===== src/rtl/prbs_if.sv =====
// Output stream of the pattern generator: a valid/ready word channel.
// The generator drives the master side and the consumer drives the slave side.
interface prbs_if #(
  parameter int WIDTH = 8
);
  logic             out_valid;
  logic             out_ready;
  logic [WIDTH-1:0] out_data;

  modport master (
    output out_valid,
    output out_data,
    input  out_ready
  );

  modport slave (
    input  out_valid,
    input  out_data,
    output out_ready
  );
endinterface


===== src/rtl/prbs_gen.sv =====
// Pattern generator: Galois PRBS, increment, walking-one or hold, advancing one word per
// accepted handshake, with seed load, wrap detection and all-zero PRBS lockup escape.
module prbs_gen #(
  parameter int               WIDTH     = 8,
  parameter logic [WIDTH-1:0] POLY      = 8'h71,
  parameter logic [WIDTH-1:0] SEED_INIT = 8'h01
) (
  input  logic             sys_clk,
  input  logic             sys_rst_n,
  input  logic             en,
  input  logic             load,
  input  logic [WIDTH-1:0] seed,
  input  logic [1:0]       mode,
  prbs_if.master           bus,
  output logic             wrap,
  output logic             lockup
);

  localparam logic [WIDTH-1:0] ONE       = {{(WIDTH-1){1'b0}}, 1'b1};
  localparam logic [1:0]       MODE_PRBS = 2'b00;
  localparam logic [1:0]       MODE_INC  = 2'b01;
  localparam logic [1:0]       MODE_WALK = 2'b10;
  localparam logic [1:0]       MODE_HOLD = 2'b11;

  logic [WIDTH-1:0] state_reg, state_next;
  logic [WIDTH-1:0] start_reg, start_next;
  logic             valid_reg, valid_next;
  logic             wrap_reg, wrap_next;
  logic             lockup_reg, lockup_next;
  logic [WIDTH-1:0] prbs_step;
  logic [WIDTH-1:0] adv_value;
  logic             handshake;

  // Galois step: shift left, folding the outgoing MSB back through the tap mask.
  genvar gi;
  generate
    for (gi = 0; gi < WIDTH; gi++) begin : g_prbs_bit
      if (gi == 0) begin : g_lsb
        assign prbs_step[gi] = state_reg[WIDTH-1] & POLY[gi];
      end else begin : g_upper
        assign prbs_step[gi] = state_reg[gi-1] ^ (state_reg[WIDTH-1] & POLY[gi]);
      end
    end
  endgenerate

  assign handshake = valid_reg & bus.out_ready & ~load;

  always_comb begin
    adv_value = state_reg;
    case (mode)
      MODE_PRBS: adv_value = (state_reg == '0) ? ONE : prbs_step;
      MODE_INC:  adv_value = state_reg + ONE;
      MODE_WALK: adv_value = (state_reg == '0) ? ONE
                                               : {state_reg[WIDTH-2:0], state_reg[WIDTH-1]};
      MODE_HOLD: adv_value = state_reg;
      default:   adv_value = state_reg;
    endcase
  end

  always_comb begin
    state_next  = state_reg;
    start_next  = start_reg;
    wrap_next   = 1'b0;
    lockup_next = 1'b0;
    valid_next  = en & ~load;
    if (load) begin
      // A zero seed would freeze the PRBS, so it is replaced by 1 and flagged.
      if (mode == MODE_PRBS && seed == '0) begin
        state_next  = ONE;
        start_next  = ONE;
        lockup_next = 1'b1;
      end else begin
        state_next = seed;
        start_next = seed;
      end
    end else if (handshake && mode != MODE_HOLD) begin
      state_next  = adv_value;
      wrap_next   = (adv_value == start_reg);
      lockup_next = (mode == MODE_PRBS) && (state_reg == '0);
    end
  end

  always_ff @(posedge sys_clk or negedge sys_rst_n) begin
    if (!sys_rst_n) begin
      state_reg  <= SEED_INIT;
      start_reg  <= SEED_INIT;
      valid_reg  <= 1'b0;
      wrap_reg   <= 1'b0;
      lockup_reg <= 1'b0;
    end else begin
      state_reg  <= state_next;
      start_reg  <= start_next;
      valid_reg  <= valid_next;
      wrap_reg   <= wrap_next;
      lockup_reg <= lockup_next;
    end
  end

  assign bus.out_valid = valid_reg;
  assign bus.out_data  = state_reg;
  assign wrap          = wrap_reg;
  assign lockup        = lockup_reg;

endmodule


===== src/flat_wrapper.sv =====
// flat-port wrapper written by rule: the top's interface ports become plain ports
module prbs_gen_flat 
#(
  parameter int               WIDTH     = 8,
  parameter logic [WIDTH-1:0] POLY      = 8'h71,
  parameter logic [WIDTH-1:0] SEED_INIT = 8'h01
)
  (sys_clk, sys_rst_n, en, load, seed, mode, wrap, lockup, bus_out_valid, bus_out_data, bus_out_ready);
  prbs_if #(.WIDTH(WIDTH)) bus_i ();
  input  logic sys_clk;
  input  logic sys_rst_n;
  input  logic en;
  input  logic load;
  input  logic [WIDTH-1:0] seed;
  input  logic [1:0] mode;
  output logic wrap;
  output logic lockup;
  output wire logic [$bits(bus_i.out_valid)-1:0] bus_out_valid;
  output wire logic [$bits(bus_i.out_data)-1:0] bus_out_data;
  input wire logic [$bits(bus_i.out_ready)-1:0] bus_out_ready;
  assign bus_out_valid = bus_i.out_valid;
  assign bus_out_data = bus_i.out_data;
  assign bus_i.out_ready = bus_out_ready;
  prbs_gen #(.WIDTH(WIDTH), .POLY(POLY), .SEED_INIT(SEED_INIT)) u_core (.sys_clk(sys_clk), .sys_rst_n(sys_rst_n), .en(en), .load(load), .seed(seed), .mode(mode), .bus(bus_i), .wrap(wrap), .lockup(lockup));
endmodule

===== config.mk =====
export PLATFORM = sky130hd
export DESIGN_NAME = prbs_gen_flat
export DESIGN_NICKNAME = d
export VERILOG_FILES = /design/src/rtl/prbs_if.sv /design/src/rtl/prbs_gen.sv /design/src/flat_wrapper.sv
export SDC_FILE = /design/constraint.sdc
export NUM_CORES = 1
export LEC_CHECK = 0
export ABC_CLOCK_PERIOD_IN_PS = 2200
export CAP_MARGIN = 25
export CELL_PAD_IN_SITES_DETAIL_PLACEMENT = 0
export CELL_PAD_IN_SITES_GLOBAL_PLACEMENT = 1
export CORE_ASPECT_RATIO = 0.9
export CORE_MARGIN = 2
export CORE_UTILIZATION = 35
export DETAILED_ROUTE_END_ITERATION = 10
export PLACE_DENSITY_LB_ADDON = 0.1
export SKIP_LAST_GASP = 1
export SYNTH_ARGS = -nofsm -noshare
export SYNTH_HDL_FRONTEND = slang
export SYNTH_SLANG_ARGS = --single-unit

===== constraint.sdc =====
create_clock -name sys_clk -period 2.2 [get_ports sys_clk]
set_input_delay 0.33 -clock sys_clk [delete_from_list [all_inputs] [get_ports sys_clk]]
set_output_delay 0.33 -clock sys_clk [all_outputs]
set_load 0.02 [all_outputs]

Yosys cells after proc, flatten, opt, wreduce, memory -nomap -nowiden --
Cells that the tools add are included.
Word-level totals: output and inout port bits 11, flip-flop bits (word level) 19
Cells by class: add/sub/neg operators 1, multiplexer cells 11, bitwise operators 7, reduce and logical (&&, ||, !) cells 7, equality and inequality tests 5
Operator list (count):
- $mux W8 | 5
- $pmux W8 S4 | 1
- $logic_not A8 Y1 | 2
- $add A8 B1 Y8 const B | 1
- $eq A8 B8 Y1 | 1
- $mux W1 | 5
- $eq A2 B2 Y1 const B | 2
- $and A1 B1 Y1 | 3
- $logic_and A1 B1 Y1 | 3
- $xor A1 B1 Y1 | 3
- $eq A2 B1 Y1 const B | 1
- $logic_not A2 Y1 | 1
- $ne A2 B2 Y1 const B | 1
- $reduce_bool A2 Y1 | 1
- $not A1 Y1 | 1

Logic depth before layout (Yosys ltp) --
Gate-level depths: netlist (run 1).
word-level depth 6, gate-level depth with buffers 8

Worst setup path before layout (run 1) --
No wires, ideal clock.
path kind register to register, start point reg u_core.state_reg[0], in the netlist u_core.bus.out_data[0], end point reg u_core.wrap_reg, in the netlist u_core.wrap, data required time 2.104 ns, cell stages (with the launch flop) 9, arrival 2.257 ns, clock period less this slack 2.353 ns, setup time 0.096 ns, setup slack -0.153 ns, path buffers 0, cell sequence dfstp_2 > inv_1 > ha_1 > mux2i_1 > xnor2_1 > o21ai_1 > o2111ai_1 > or4_1 > nor4_2
On the way: longest elaborated chain between the ends 6, elaborated cells between the ends (all ways) 8, those cells by class add/sub: 1; eq/ne: 1; mux: 5; reduce/logical: 1
RTL lines:
- from (decl) | RTL line prbs_gen.sv:25 | logic [WIDTH-1:0] state_reg, state_next;
- from (signal assigned) | RTL line prbs_gen.sv:91 | state_reg <= state_next;
- branches (longest 2 deep; another with $add A8 B1 Y8)
- $pmux W8 S4 (*) | RTL line prbs_gen.sv:50 | case (mode)
- $eq A8 B8 Y1 (*) | RTL line prbs_gen.sv:78 | wrap_next = (adv_value == start_reg);
- $mux W1 (*) | RTL line prbs_gen.sv:76 | end else if (handshake && mode != MODE_HOLD) begin
- $mux W1 (*) | RTL line prbs_gen.sv:66 | if (load) begin
- named net u_core.wrap_next | RTL line prbs_gen.sv:28 | logic wrap_reg, wrap_next;
- to (signal assigned) | RTL line prbs_gen.sv:94 | wrap_reg <= wrap_next;
- to (decl) | RTL line prbs_gen.sv:28
Mark *: on every way through the listed nets, which the timed path passes. A chain may end at the register's enable or synchronous reset.

Final worst setup path (run 1) --
Ends and elaborated chain as after synthesis.

==> metrics.txt, run 1 <==
syn_nets roughly 150; Max VDD drop slightly above 0.3 mV; initial antenna violation count 0; Pwr Total about 0.0010 W; first-pass GRT wire length between 6000 and 7000 um; residual DRC count 0; Synth area leaders dfrtp_1 32%, xnor2_1 6.7%, mux2_2 5.2%; Avg WL per Cell about 17 um; unrepaired setup endpoints after global routing no; synthesis-to-finish area growth 37.2%; vias in the first global route between 1,000 and 1,500; largest net degree at the start of global routing 22; Worst-Skew Late Latency around 0.25 ns; TNS Setup 0 ns; FMAX ~0.48 GHz; placed instance count between 200 and 250; Worst Hold Class input port to async pin; Nets between 150 and 200; Die Y between 60 and 70 um; Cell variety after synth 53; mean post-synth cell area 9.56 um2; DR pass1 iterations 4; CP arrival about 2.2 ns; CP Capture Type flip-flop; Setup Crit Path Kind flip-flop to flip-flop; post-synth top area cell dfrtp_1; Starting Density 0.359; hold slack around 0.4 ns; total number of vias 1,217; GP Congestion 0.852; # diodes 0; most common cell after layout, fill and taps aside clkdlybuf4s50_1; H-tree depth 1; Clock Path Buffers 2; maxcap violations 0; ANT nets after route 0; Filler cells approximately 350; setup slack at placement -0.193 ns; CP required around 2.4 ns; outcome complete, no violations; crit path max fanout 2; final worst path period share 0.940; cts hold-fix bufs 0; Synth Flop Type dfrtp_1; LEAKAGE between 0.7 and 0.8 nW; clk slew on worst S/H paths about 0.070 ns; Post-synth EDFFs 0; Port Buffers 25; Clock Sinks 19; Hold Violations, Final 0; most frequent cells in the layout 24 x clkdlybuf4s50_1, 21 x buf_4, 16 x dfrtp_1; final setup margin 0.133 ns; clock root cell clkbuf_8; HPWL Detailed roughly 3000 um; IO Count 26; final setup skew ~0.0014 ns; Cell Pwr Density roughly 580 nW/um2; Tightest Pin Transition between 0.4 and 0.5 ns; initial DRC count 72; Max-slew headroom 0.687; Seq/Total Area, Yosys 0.365; die area 4250 um2; gr ovfl total 0; endpoints failing setup 0; Worst setup SP type flip-flop; Synth Instances 137; yosys warns 0; routed vias/inst approximately 5.4; Die Wd 68.5 um; Cell Count, Final, Fillers Out between 200 and 250; FF+latch count, synth 19; CTS Buf Count 3; top-area cell type share of the netlist area 0.325; Routed WL around 3800 um; core region area ~3700 um2; post-synthesis cell area around 1300 um2; CTS tree yes; All-Layer GR Usage 0.197; row cnt 21; fin. max-slew vios 0; fin crit period around 2.1 ns; Synth async-reset ratio 1.00; layout cells sized above 1 0.246
[cells in the mapped netlist (3+ instances only)]
| cell | number |
|---|---|
| xor2_1 | 4 |
| xnor2_1 | 10 |
| a21oi_1 | 5 |
| inv_1 | 9 |
| nand3_1 | 3 |
| dfrtp_1 | 17 |
| nor2_1 | 11 |
| nor4_1 | 3 |
| a22oi_1 | 3 |
| o21ai_0 | 8 |
| mux2_2 | 6 |
| nand2_1 | 6 |
[layout make-up]
class / instances / area, um2 / share of cell area
timing repair buffer: 46 / 410 / 0.228
multi-input combinational: 101 / 772 / 0.429
tap: 46 / 57.6 / 0.0320
clock buffer: 4 / 45.0 / 0.0251
sequential: 19 / 479 / 0.267
inverter: 9 / 33.8 / 0.0188
[layer usage]
metal	wire length [um]	global-route usage
met1	1800	0.276
met2	1820	0.294
met3	141	0.0414
met4	70	0.0829
met5	0	0
[kinds of logic after synthesis]
kind of cell             after synthesis  share of synthesized area
AO/OA/AOI/OAI                         34                      0.185
XOR/XNOR                              14                     0.0936
adder cells (fa/ha/maj)                2                     0.0191
buffers and inverters                 17                     0.0649
flip-flops                            19                      0.365
multiplexers                           8                     0.0669
AND/OR/NAND/NOR                       43                      0.205
[worst max-delay path, cell delays in order, from the launching register on]
cell and delay, ns:
dfstp_2 0.54, inv_2 0.05, ha_4 0.27, mux2i_4 0.06, xnor2_1 0.13, o21ai_1 0.14
o2111ai_1 0.11, or4_1 0.54, nor4_2 0.14
[path summary, 6_finish.rpt]
kind	slack (ns)	end	start	cells after the start
worst max-delay path	0.13	u_core.wrap$_DFF_PN0_	u_core.bus.out_data[0]$_DFFE_PN1P_	8
worst min-delay path	0.41	u_core.bus.out_data[1]$_DFFE_PN0P_	sys_rst_n	2
worst max register to register	0.13	u_core.wrap$_DFF_PN0_	u_core.bus.out_data[0]$_DFFE_PN1P_	8
worst min register to register	0.50	u_core.bus.out_data[0]$_DFFE_PN1P_	u_core.bus.out_data[0]$_DFFE_PN1P_	2
max in group asynchronous	1.53	u_core.start_reg[0]$_DFFE_PN1P_	sys_rst_n	2
min in group sys_clk	0.50	u_core.bus.out_data[0]$_DFFE_PN1P_	u_core.bus.out_data[0]$_DFFE_PN1P_	2
[power by group]
group	internal, W	switching [W]
Clock	0.000129	0.000110
Sequential	0.000384	0.0000491
Combinational	0.000189	0.000177
Total	0.000702	0.000336
[repair_timing]
item | in CTS | in global routing
buffers inserted | 0 | 0
setup endpoints to repair | 0 | 1
gates resized for setup | 0 | 5
[per-stage QoR]
step           cell area, um2   util
2_1_floorplan            1320      -
3_3_place_gp             1740  0.476
3_5_place_dp             1740  0.476
4_1_cts                  1780  0.488
5_1_grt                  1800  0.492
6_report                 1800  0.492
(Power assumes the default switching activity.)
==> inputs of run 2 (changes only) <==
- CAP_MARGIN: 25 -> 20
- CORE_MARGIN: 2 -> 4
==> metrics.txt, run 2 (same netlist as run 1, synthesis figures left out) <==
outcome complete, no violations; Starting Density 0.377; clock root cell clkbuf_8; routing usage on met2 0.248; final setup skew around 0.0023 ns; largest net degree at the start of global routing 20; Tightest Pin Transition ~0.42 ns; # diodes 0; Worst-Skew Late Latency around 0.25 ns; Clock Path Buffers 2; core region area 3480 um2; LEAKAGE 0.766 nW; Max VDD drop approximately 0.36 mV; Worst Hold Class input port to async pin; Die Y 66.0 um; most frequent cells in the layout 24 x clkdlybuf4s50_1, 23 x buf_4, 17 x dfrtp_1; gr ovfl total 0; residual DRC count 0; DR pass1 iterations 4; M3 GR Usage 0.0319; die area around 4800 um2; CP required 2.36 ns; fin. max-slew vios 0; Worst setup SP type flip-flop; final worst path period share 0.953; maxcap violations 0; CP Capture Type flip-flop; Port Buffers 25; Nets 199; clk slew on worst S/H paths approximately 0.070 ns; first-pass GRT wire length between 6000 and 7000 um; synthesis-to-finish area growth 39.3%; GR peak layer met2; Layout Utilization 0.524; final instance area around 1800 um2; postcts setup bufs 0; vias in the first global route about 1,200; Pwr Total 0.00105 W; row cnt 20; total number of vias between 1,000 and 1,500; Die Wd 72.5 um; Setup Crit Path Kind flip-flop to flip-flop; CTS tree yes; fin crit period between 2 and 2.5 ns; reg-to-reg slack, setup 0.10 ns; initial antenna violation count 0; HPWL Detailed approximately 2900 um; endpoints failing setup 0; CTS Buf Count 3; met1 Resource Use GR 0.239; Routed WL 3680 um; initial DRC count around 110; Max-slew headroom 0.718; H-tree depth 1; layout cells sized above 1 0.260; Placed Area 1750 um2; IO Count 26; Hold Violations, Final 0; unrepaired setup endpoints after global routing yes; Avg WL per Cell about 16 um; FMAX around 0.48 GHz; most common cell after layout, fill and taps aside clkdlybuf4s50_1; All-Layer GR Usage 0.161; GP Congestion between 0.8 and 0.9; crit path max fanout 6; Cell Pwr Density 575 nW/um2; routed vias/inst approximately 5.3; Clock Sinks 19; CP arrival between 2 and 2.5 ns; ANT nets after route 0
## run 2: cell count changes in the layout (fill, tap and decap cells not counted), sizes merged
cell	previous run	this run
buf	21	23
## run 2: power breakdown
part / leakage [nW] / switching (W) / total (W) / internal [W]
clock network: 0.0228 / 0.000116 / 0.000245 / 0.000129
logic: 0.513 / 0.000185 / 0.000379 / 0.000194
registers: 0.229 / 0.0000413 / 0.000425 / 0.000384
## run 2: timing repair
action                                 in CTS  in global routing
setup endpoints to repair                   0                  1
hold buffers                                0                  0
resized for setup                           0                  7
endpoints found under the hold margin       0                  0
## run 2: final timing paths
check / cells after the start / to / startpoint
worst max-delay path: 7 / u_core.wrap$_DFF_PN0_ / u_core.bus.out_data[0]$_DFFE_PN1P_
worst min-delay path: 2 / u_core.bus.out_valid$_DFF_PN0_ / sys_rst_n
worst max register to register: 7 / u_core.wrap$_DFF_PN0_ / u_core.bus.out_data[0]$_DFFE_PN1P_
worst min register to register: 2 / u_core.start_reg[0]$_DFFE_PN1P_ / u_core.start_reg[0]$_DFFE_PN1P_
max in group asynchronous: 2 / u_core.bus.out_data[0]$_DFFE_PN1P_ / sys_rst_n
min in group sys_clk: 2 / u_core.start_reg[0]$_DFFE_PN1P_ / u_core.start_reg[0]$_DFFE_PN1P_
## run 2: worst max-delay path: stages, from the launching register on
cell      delay [ns]
dfstp_2         0.54
buf_4           0.16
nand3b_4        0.11
nor3_1          0.29
xnor2_1         0.16
nor2_1          0.05
or4_4           0.55
nor4_4          0.14
## run 2: layout make-up
class                           instances  area, um2
Clock buffer                            4       45.0
Sequential cell                        19        478
Multi-Input combinational cell        101        787
Fill cell                             318       1650
Timing Repair Buffer                   48        425
Tap cell                               44       55.1
Inverter                                9       33.8
## run 2: metal layers
metal	part of all wire	up-vias
li1	-	584
met1	0.49	569
met2	0.45	38
met3	0.058	2
met4	0.0011	0
met5	0	-
## run 2: stage by stage
step           hold slack [ns]  cells  setup WS, ns  setup TNS, ns
3_5_place_dp             0.498    221        -0.221         -0.221
5_1_grt                  0.425    225       -0.0387        -0.0387
6_report                 0.403    225         0.104              0
4_1_cts                  0.410    225        0.0231              0
2_1_floorplan           0.0344    137        0.0219              0
3_3_place_gp             0.486    221        -0.183         -0.183
==> inputs of run 3 (changes only) <==
- CORE_MARGIN: 4 -> default
==> metrics.txt, run 3 (same netlist as run 1, synthesis figures left out) <==
Worst setup SP type flip-flop; total number of vias approximately 1,200; Worst-Skew Late Latency around 0.26 ns; CTS Buf Count 3; Nets roughly 200; fin. max-slew vios 0; layout cells sized above 1 0.257; # diodes 0; residual DRC count 0; row cnt 20; fin crit period between 2 and 2.5 ns; clk slew on worst S/H paths roughly 0.080 ns; clock root cell clkbuf_8; Port Buffers 25; most frequent cells in the layout 24 x clkdlybuf4s50_1, 21 x buf_4, 16 x dfrtp_1; Clock Path Buffers 2; initial antenna violation count 0; Tightest Pin Transition 0.470 ns; worst reg2reg path depth 8; DR pass1 iterations 4; routed vias/inst about 5.3; FMAX ~0.48 GHz; largest net degree at the start of global routing 20; gr ovfl total 0; H-tree depth 1; die area about 4000 um2; HPWL Detailed roughly 2900 um; maxcap violations 0; synthesis-to-finish area growth 37.7%; Routed WL 3620 um; TNS Setup 0 ns; CP required roughly 2.4 ns; Worst Hold Class input port to async pin; outcome complete, no violations; initial DRC count 89; Clock Sinks 19; ANT nets after route 0; Max-slew headroom 0.684; CTS tree yes; CP Capture Type flip-flop; IO Count 26; most common cell after layout, fill and taps aside clkdlybuf4s50_1; CP arrival approximately 2.3 ns; Setup Crit Path Kind flip-flop to flip-flop; GP Congestion a little over 0.8; postcts setup bufs 0; Cell Pwr Density roughly 580 nW/um2; first-pass GRT wire length 5800 um; Max VDD drop between 0.3 and 0.4 mV; All-Layer GR Usage 0.202; unrepaired setup endpoints after global routing no; Die Y approximately 60 um; vias in the first global route about 1,200; final worst path period share 0.957; final setup skew 0.00842 ns; endpoints failing setup 0; Starting Density 0.377; Die Wd approximately 66 um; core region area about 3500 um2; crit path max fanout 2; Avg WL per Cell about 16 um; hold slack 0.410 ns; LEAKAGE ~0.75 nW; Hold Violations, Final 0
-- run 3: cell count changes in the layout (fill, tap and decap cells not counted), sizes merged --
cell / change
buf: -2
clkbuf: -1
clkinvlp: +1
-- run 3: layer usage --
metal	track usage	routed length (um)	up-vias	share of wire
met5	0	0	-	0
met1	0.279	1730	566	0.48
met2	0.324	1660	37	0.46
met4	0.0426	36	0	0.0099
li1	-	-	584	-
met3	0.0458	192	4	0.053
-- run 3: metrics by stage --
stage,setup slack (ns),power [W],cell area [um2],cells,utilization
2_1_floorplan,0.0219,0.000631,1320,137,-
3_3_place_gp,-0.132,0.000781,1730,219,0.499
3_5_place_dp,-0.219,0.000781,1730,219,0.499
4_1_cts,0.0313,0.00104,1780,223,0.513
5_1_grt,0.0190,0.00110,1800,223,0.519
6_report,0.0952,0.00104,1800,223,0.519
-- run 3: cell type report --
class | instances | area, um2
multi-input combinational | 101 | 777
inverter | 9 | 33.8
tap | 44 | 55.1
fill | 323 | 1670
clock inverter | 1 | 7.51
sequential | 19 | 479
clock buffer | 3 | 41.3
timing repair buffer | 46 | 410
-- run 3: path summary, 6_finish.rpt --
kind	slack, ns	from	to
setup / recovery	0.1	u_core.bus.out_data[0]$_DFFE_PN1P_	u_core.wrap$_DFF_PN0_
hold / removal	0.41	sys_rst_n	u_core.bus.out_data[6]$_DFFE_PN0P_
setup reg to reg	0.1	u_core.bus.out_data[0]$_DFFE_PN1P_	u_core.wrap$_DFF_PN0_
hold reg to reg	0.51	u_core.bus.out_data[0]$_DFFE_PN1P_	u_core.bus.out_data[0]$_DFFE_PN1P_
max in group asynchronous	1.52	sys_rst_n	u_core.bus.out_data[0]$_DFFE_PN1P_
min in group sys_clk	0.51	u_core.bus.out_data[0]$_DFFE_PN1P_	u_core.bus.out_data[0]$_DFFE_PN1P_
-- run 3: what timing repair did --
| item | 4_1_cts | 5_1_grt |
|---|---|---|
| setup endpoints to repair | 0 | 1 |
| hold buffers | 0 | 0 |
| resized for setup | 0 | 6 |
-- run 3: power by group --
group          total, W  leakage [nW]  internal [W]  switching [W]
Sequential     0.000429         0.228      0.000384      0.0000450
Clock          0.000250        0.0217      0.000128       0.000122
Combinational  0.000361         0.500      0.000187       0.000174
-- run 3: critical path, stage by stage, from the launching register on --
cell and delay (ns):
dfstp_2 0.54, inv_2 0.05, ha_4 0.26, mux2i_4 0.06
xnor2_1 0.14, o21ai_1 0.14, o2111ai_1 0.11, or4_1 0.55
nor4_2 0.15
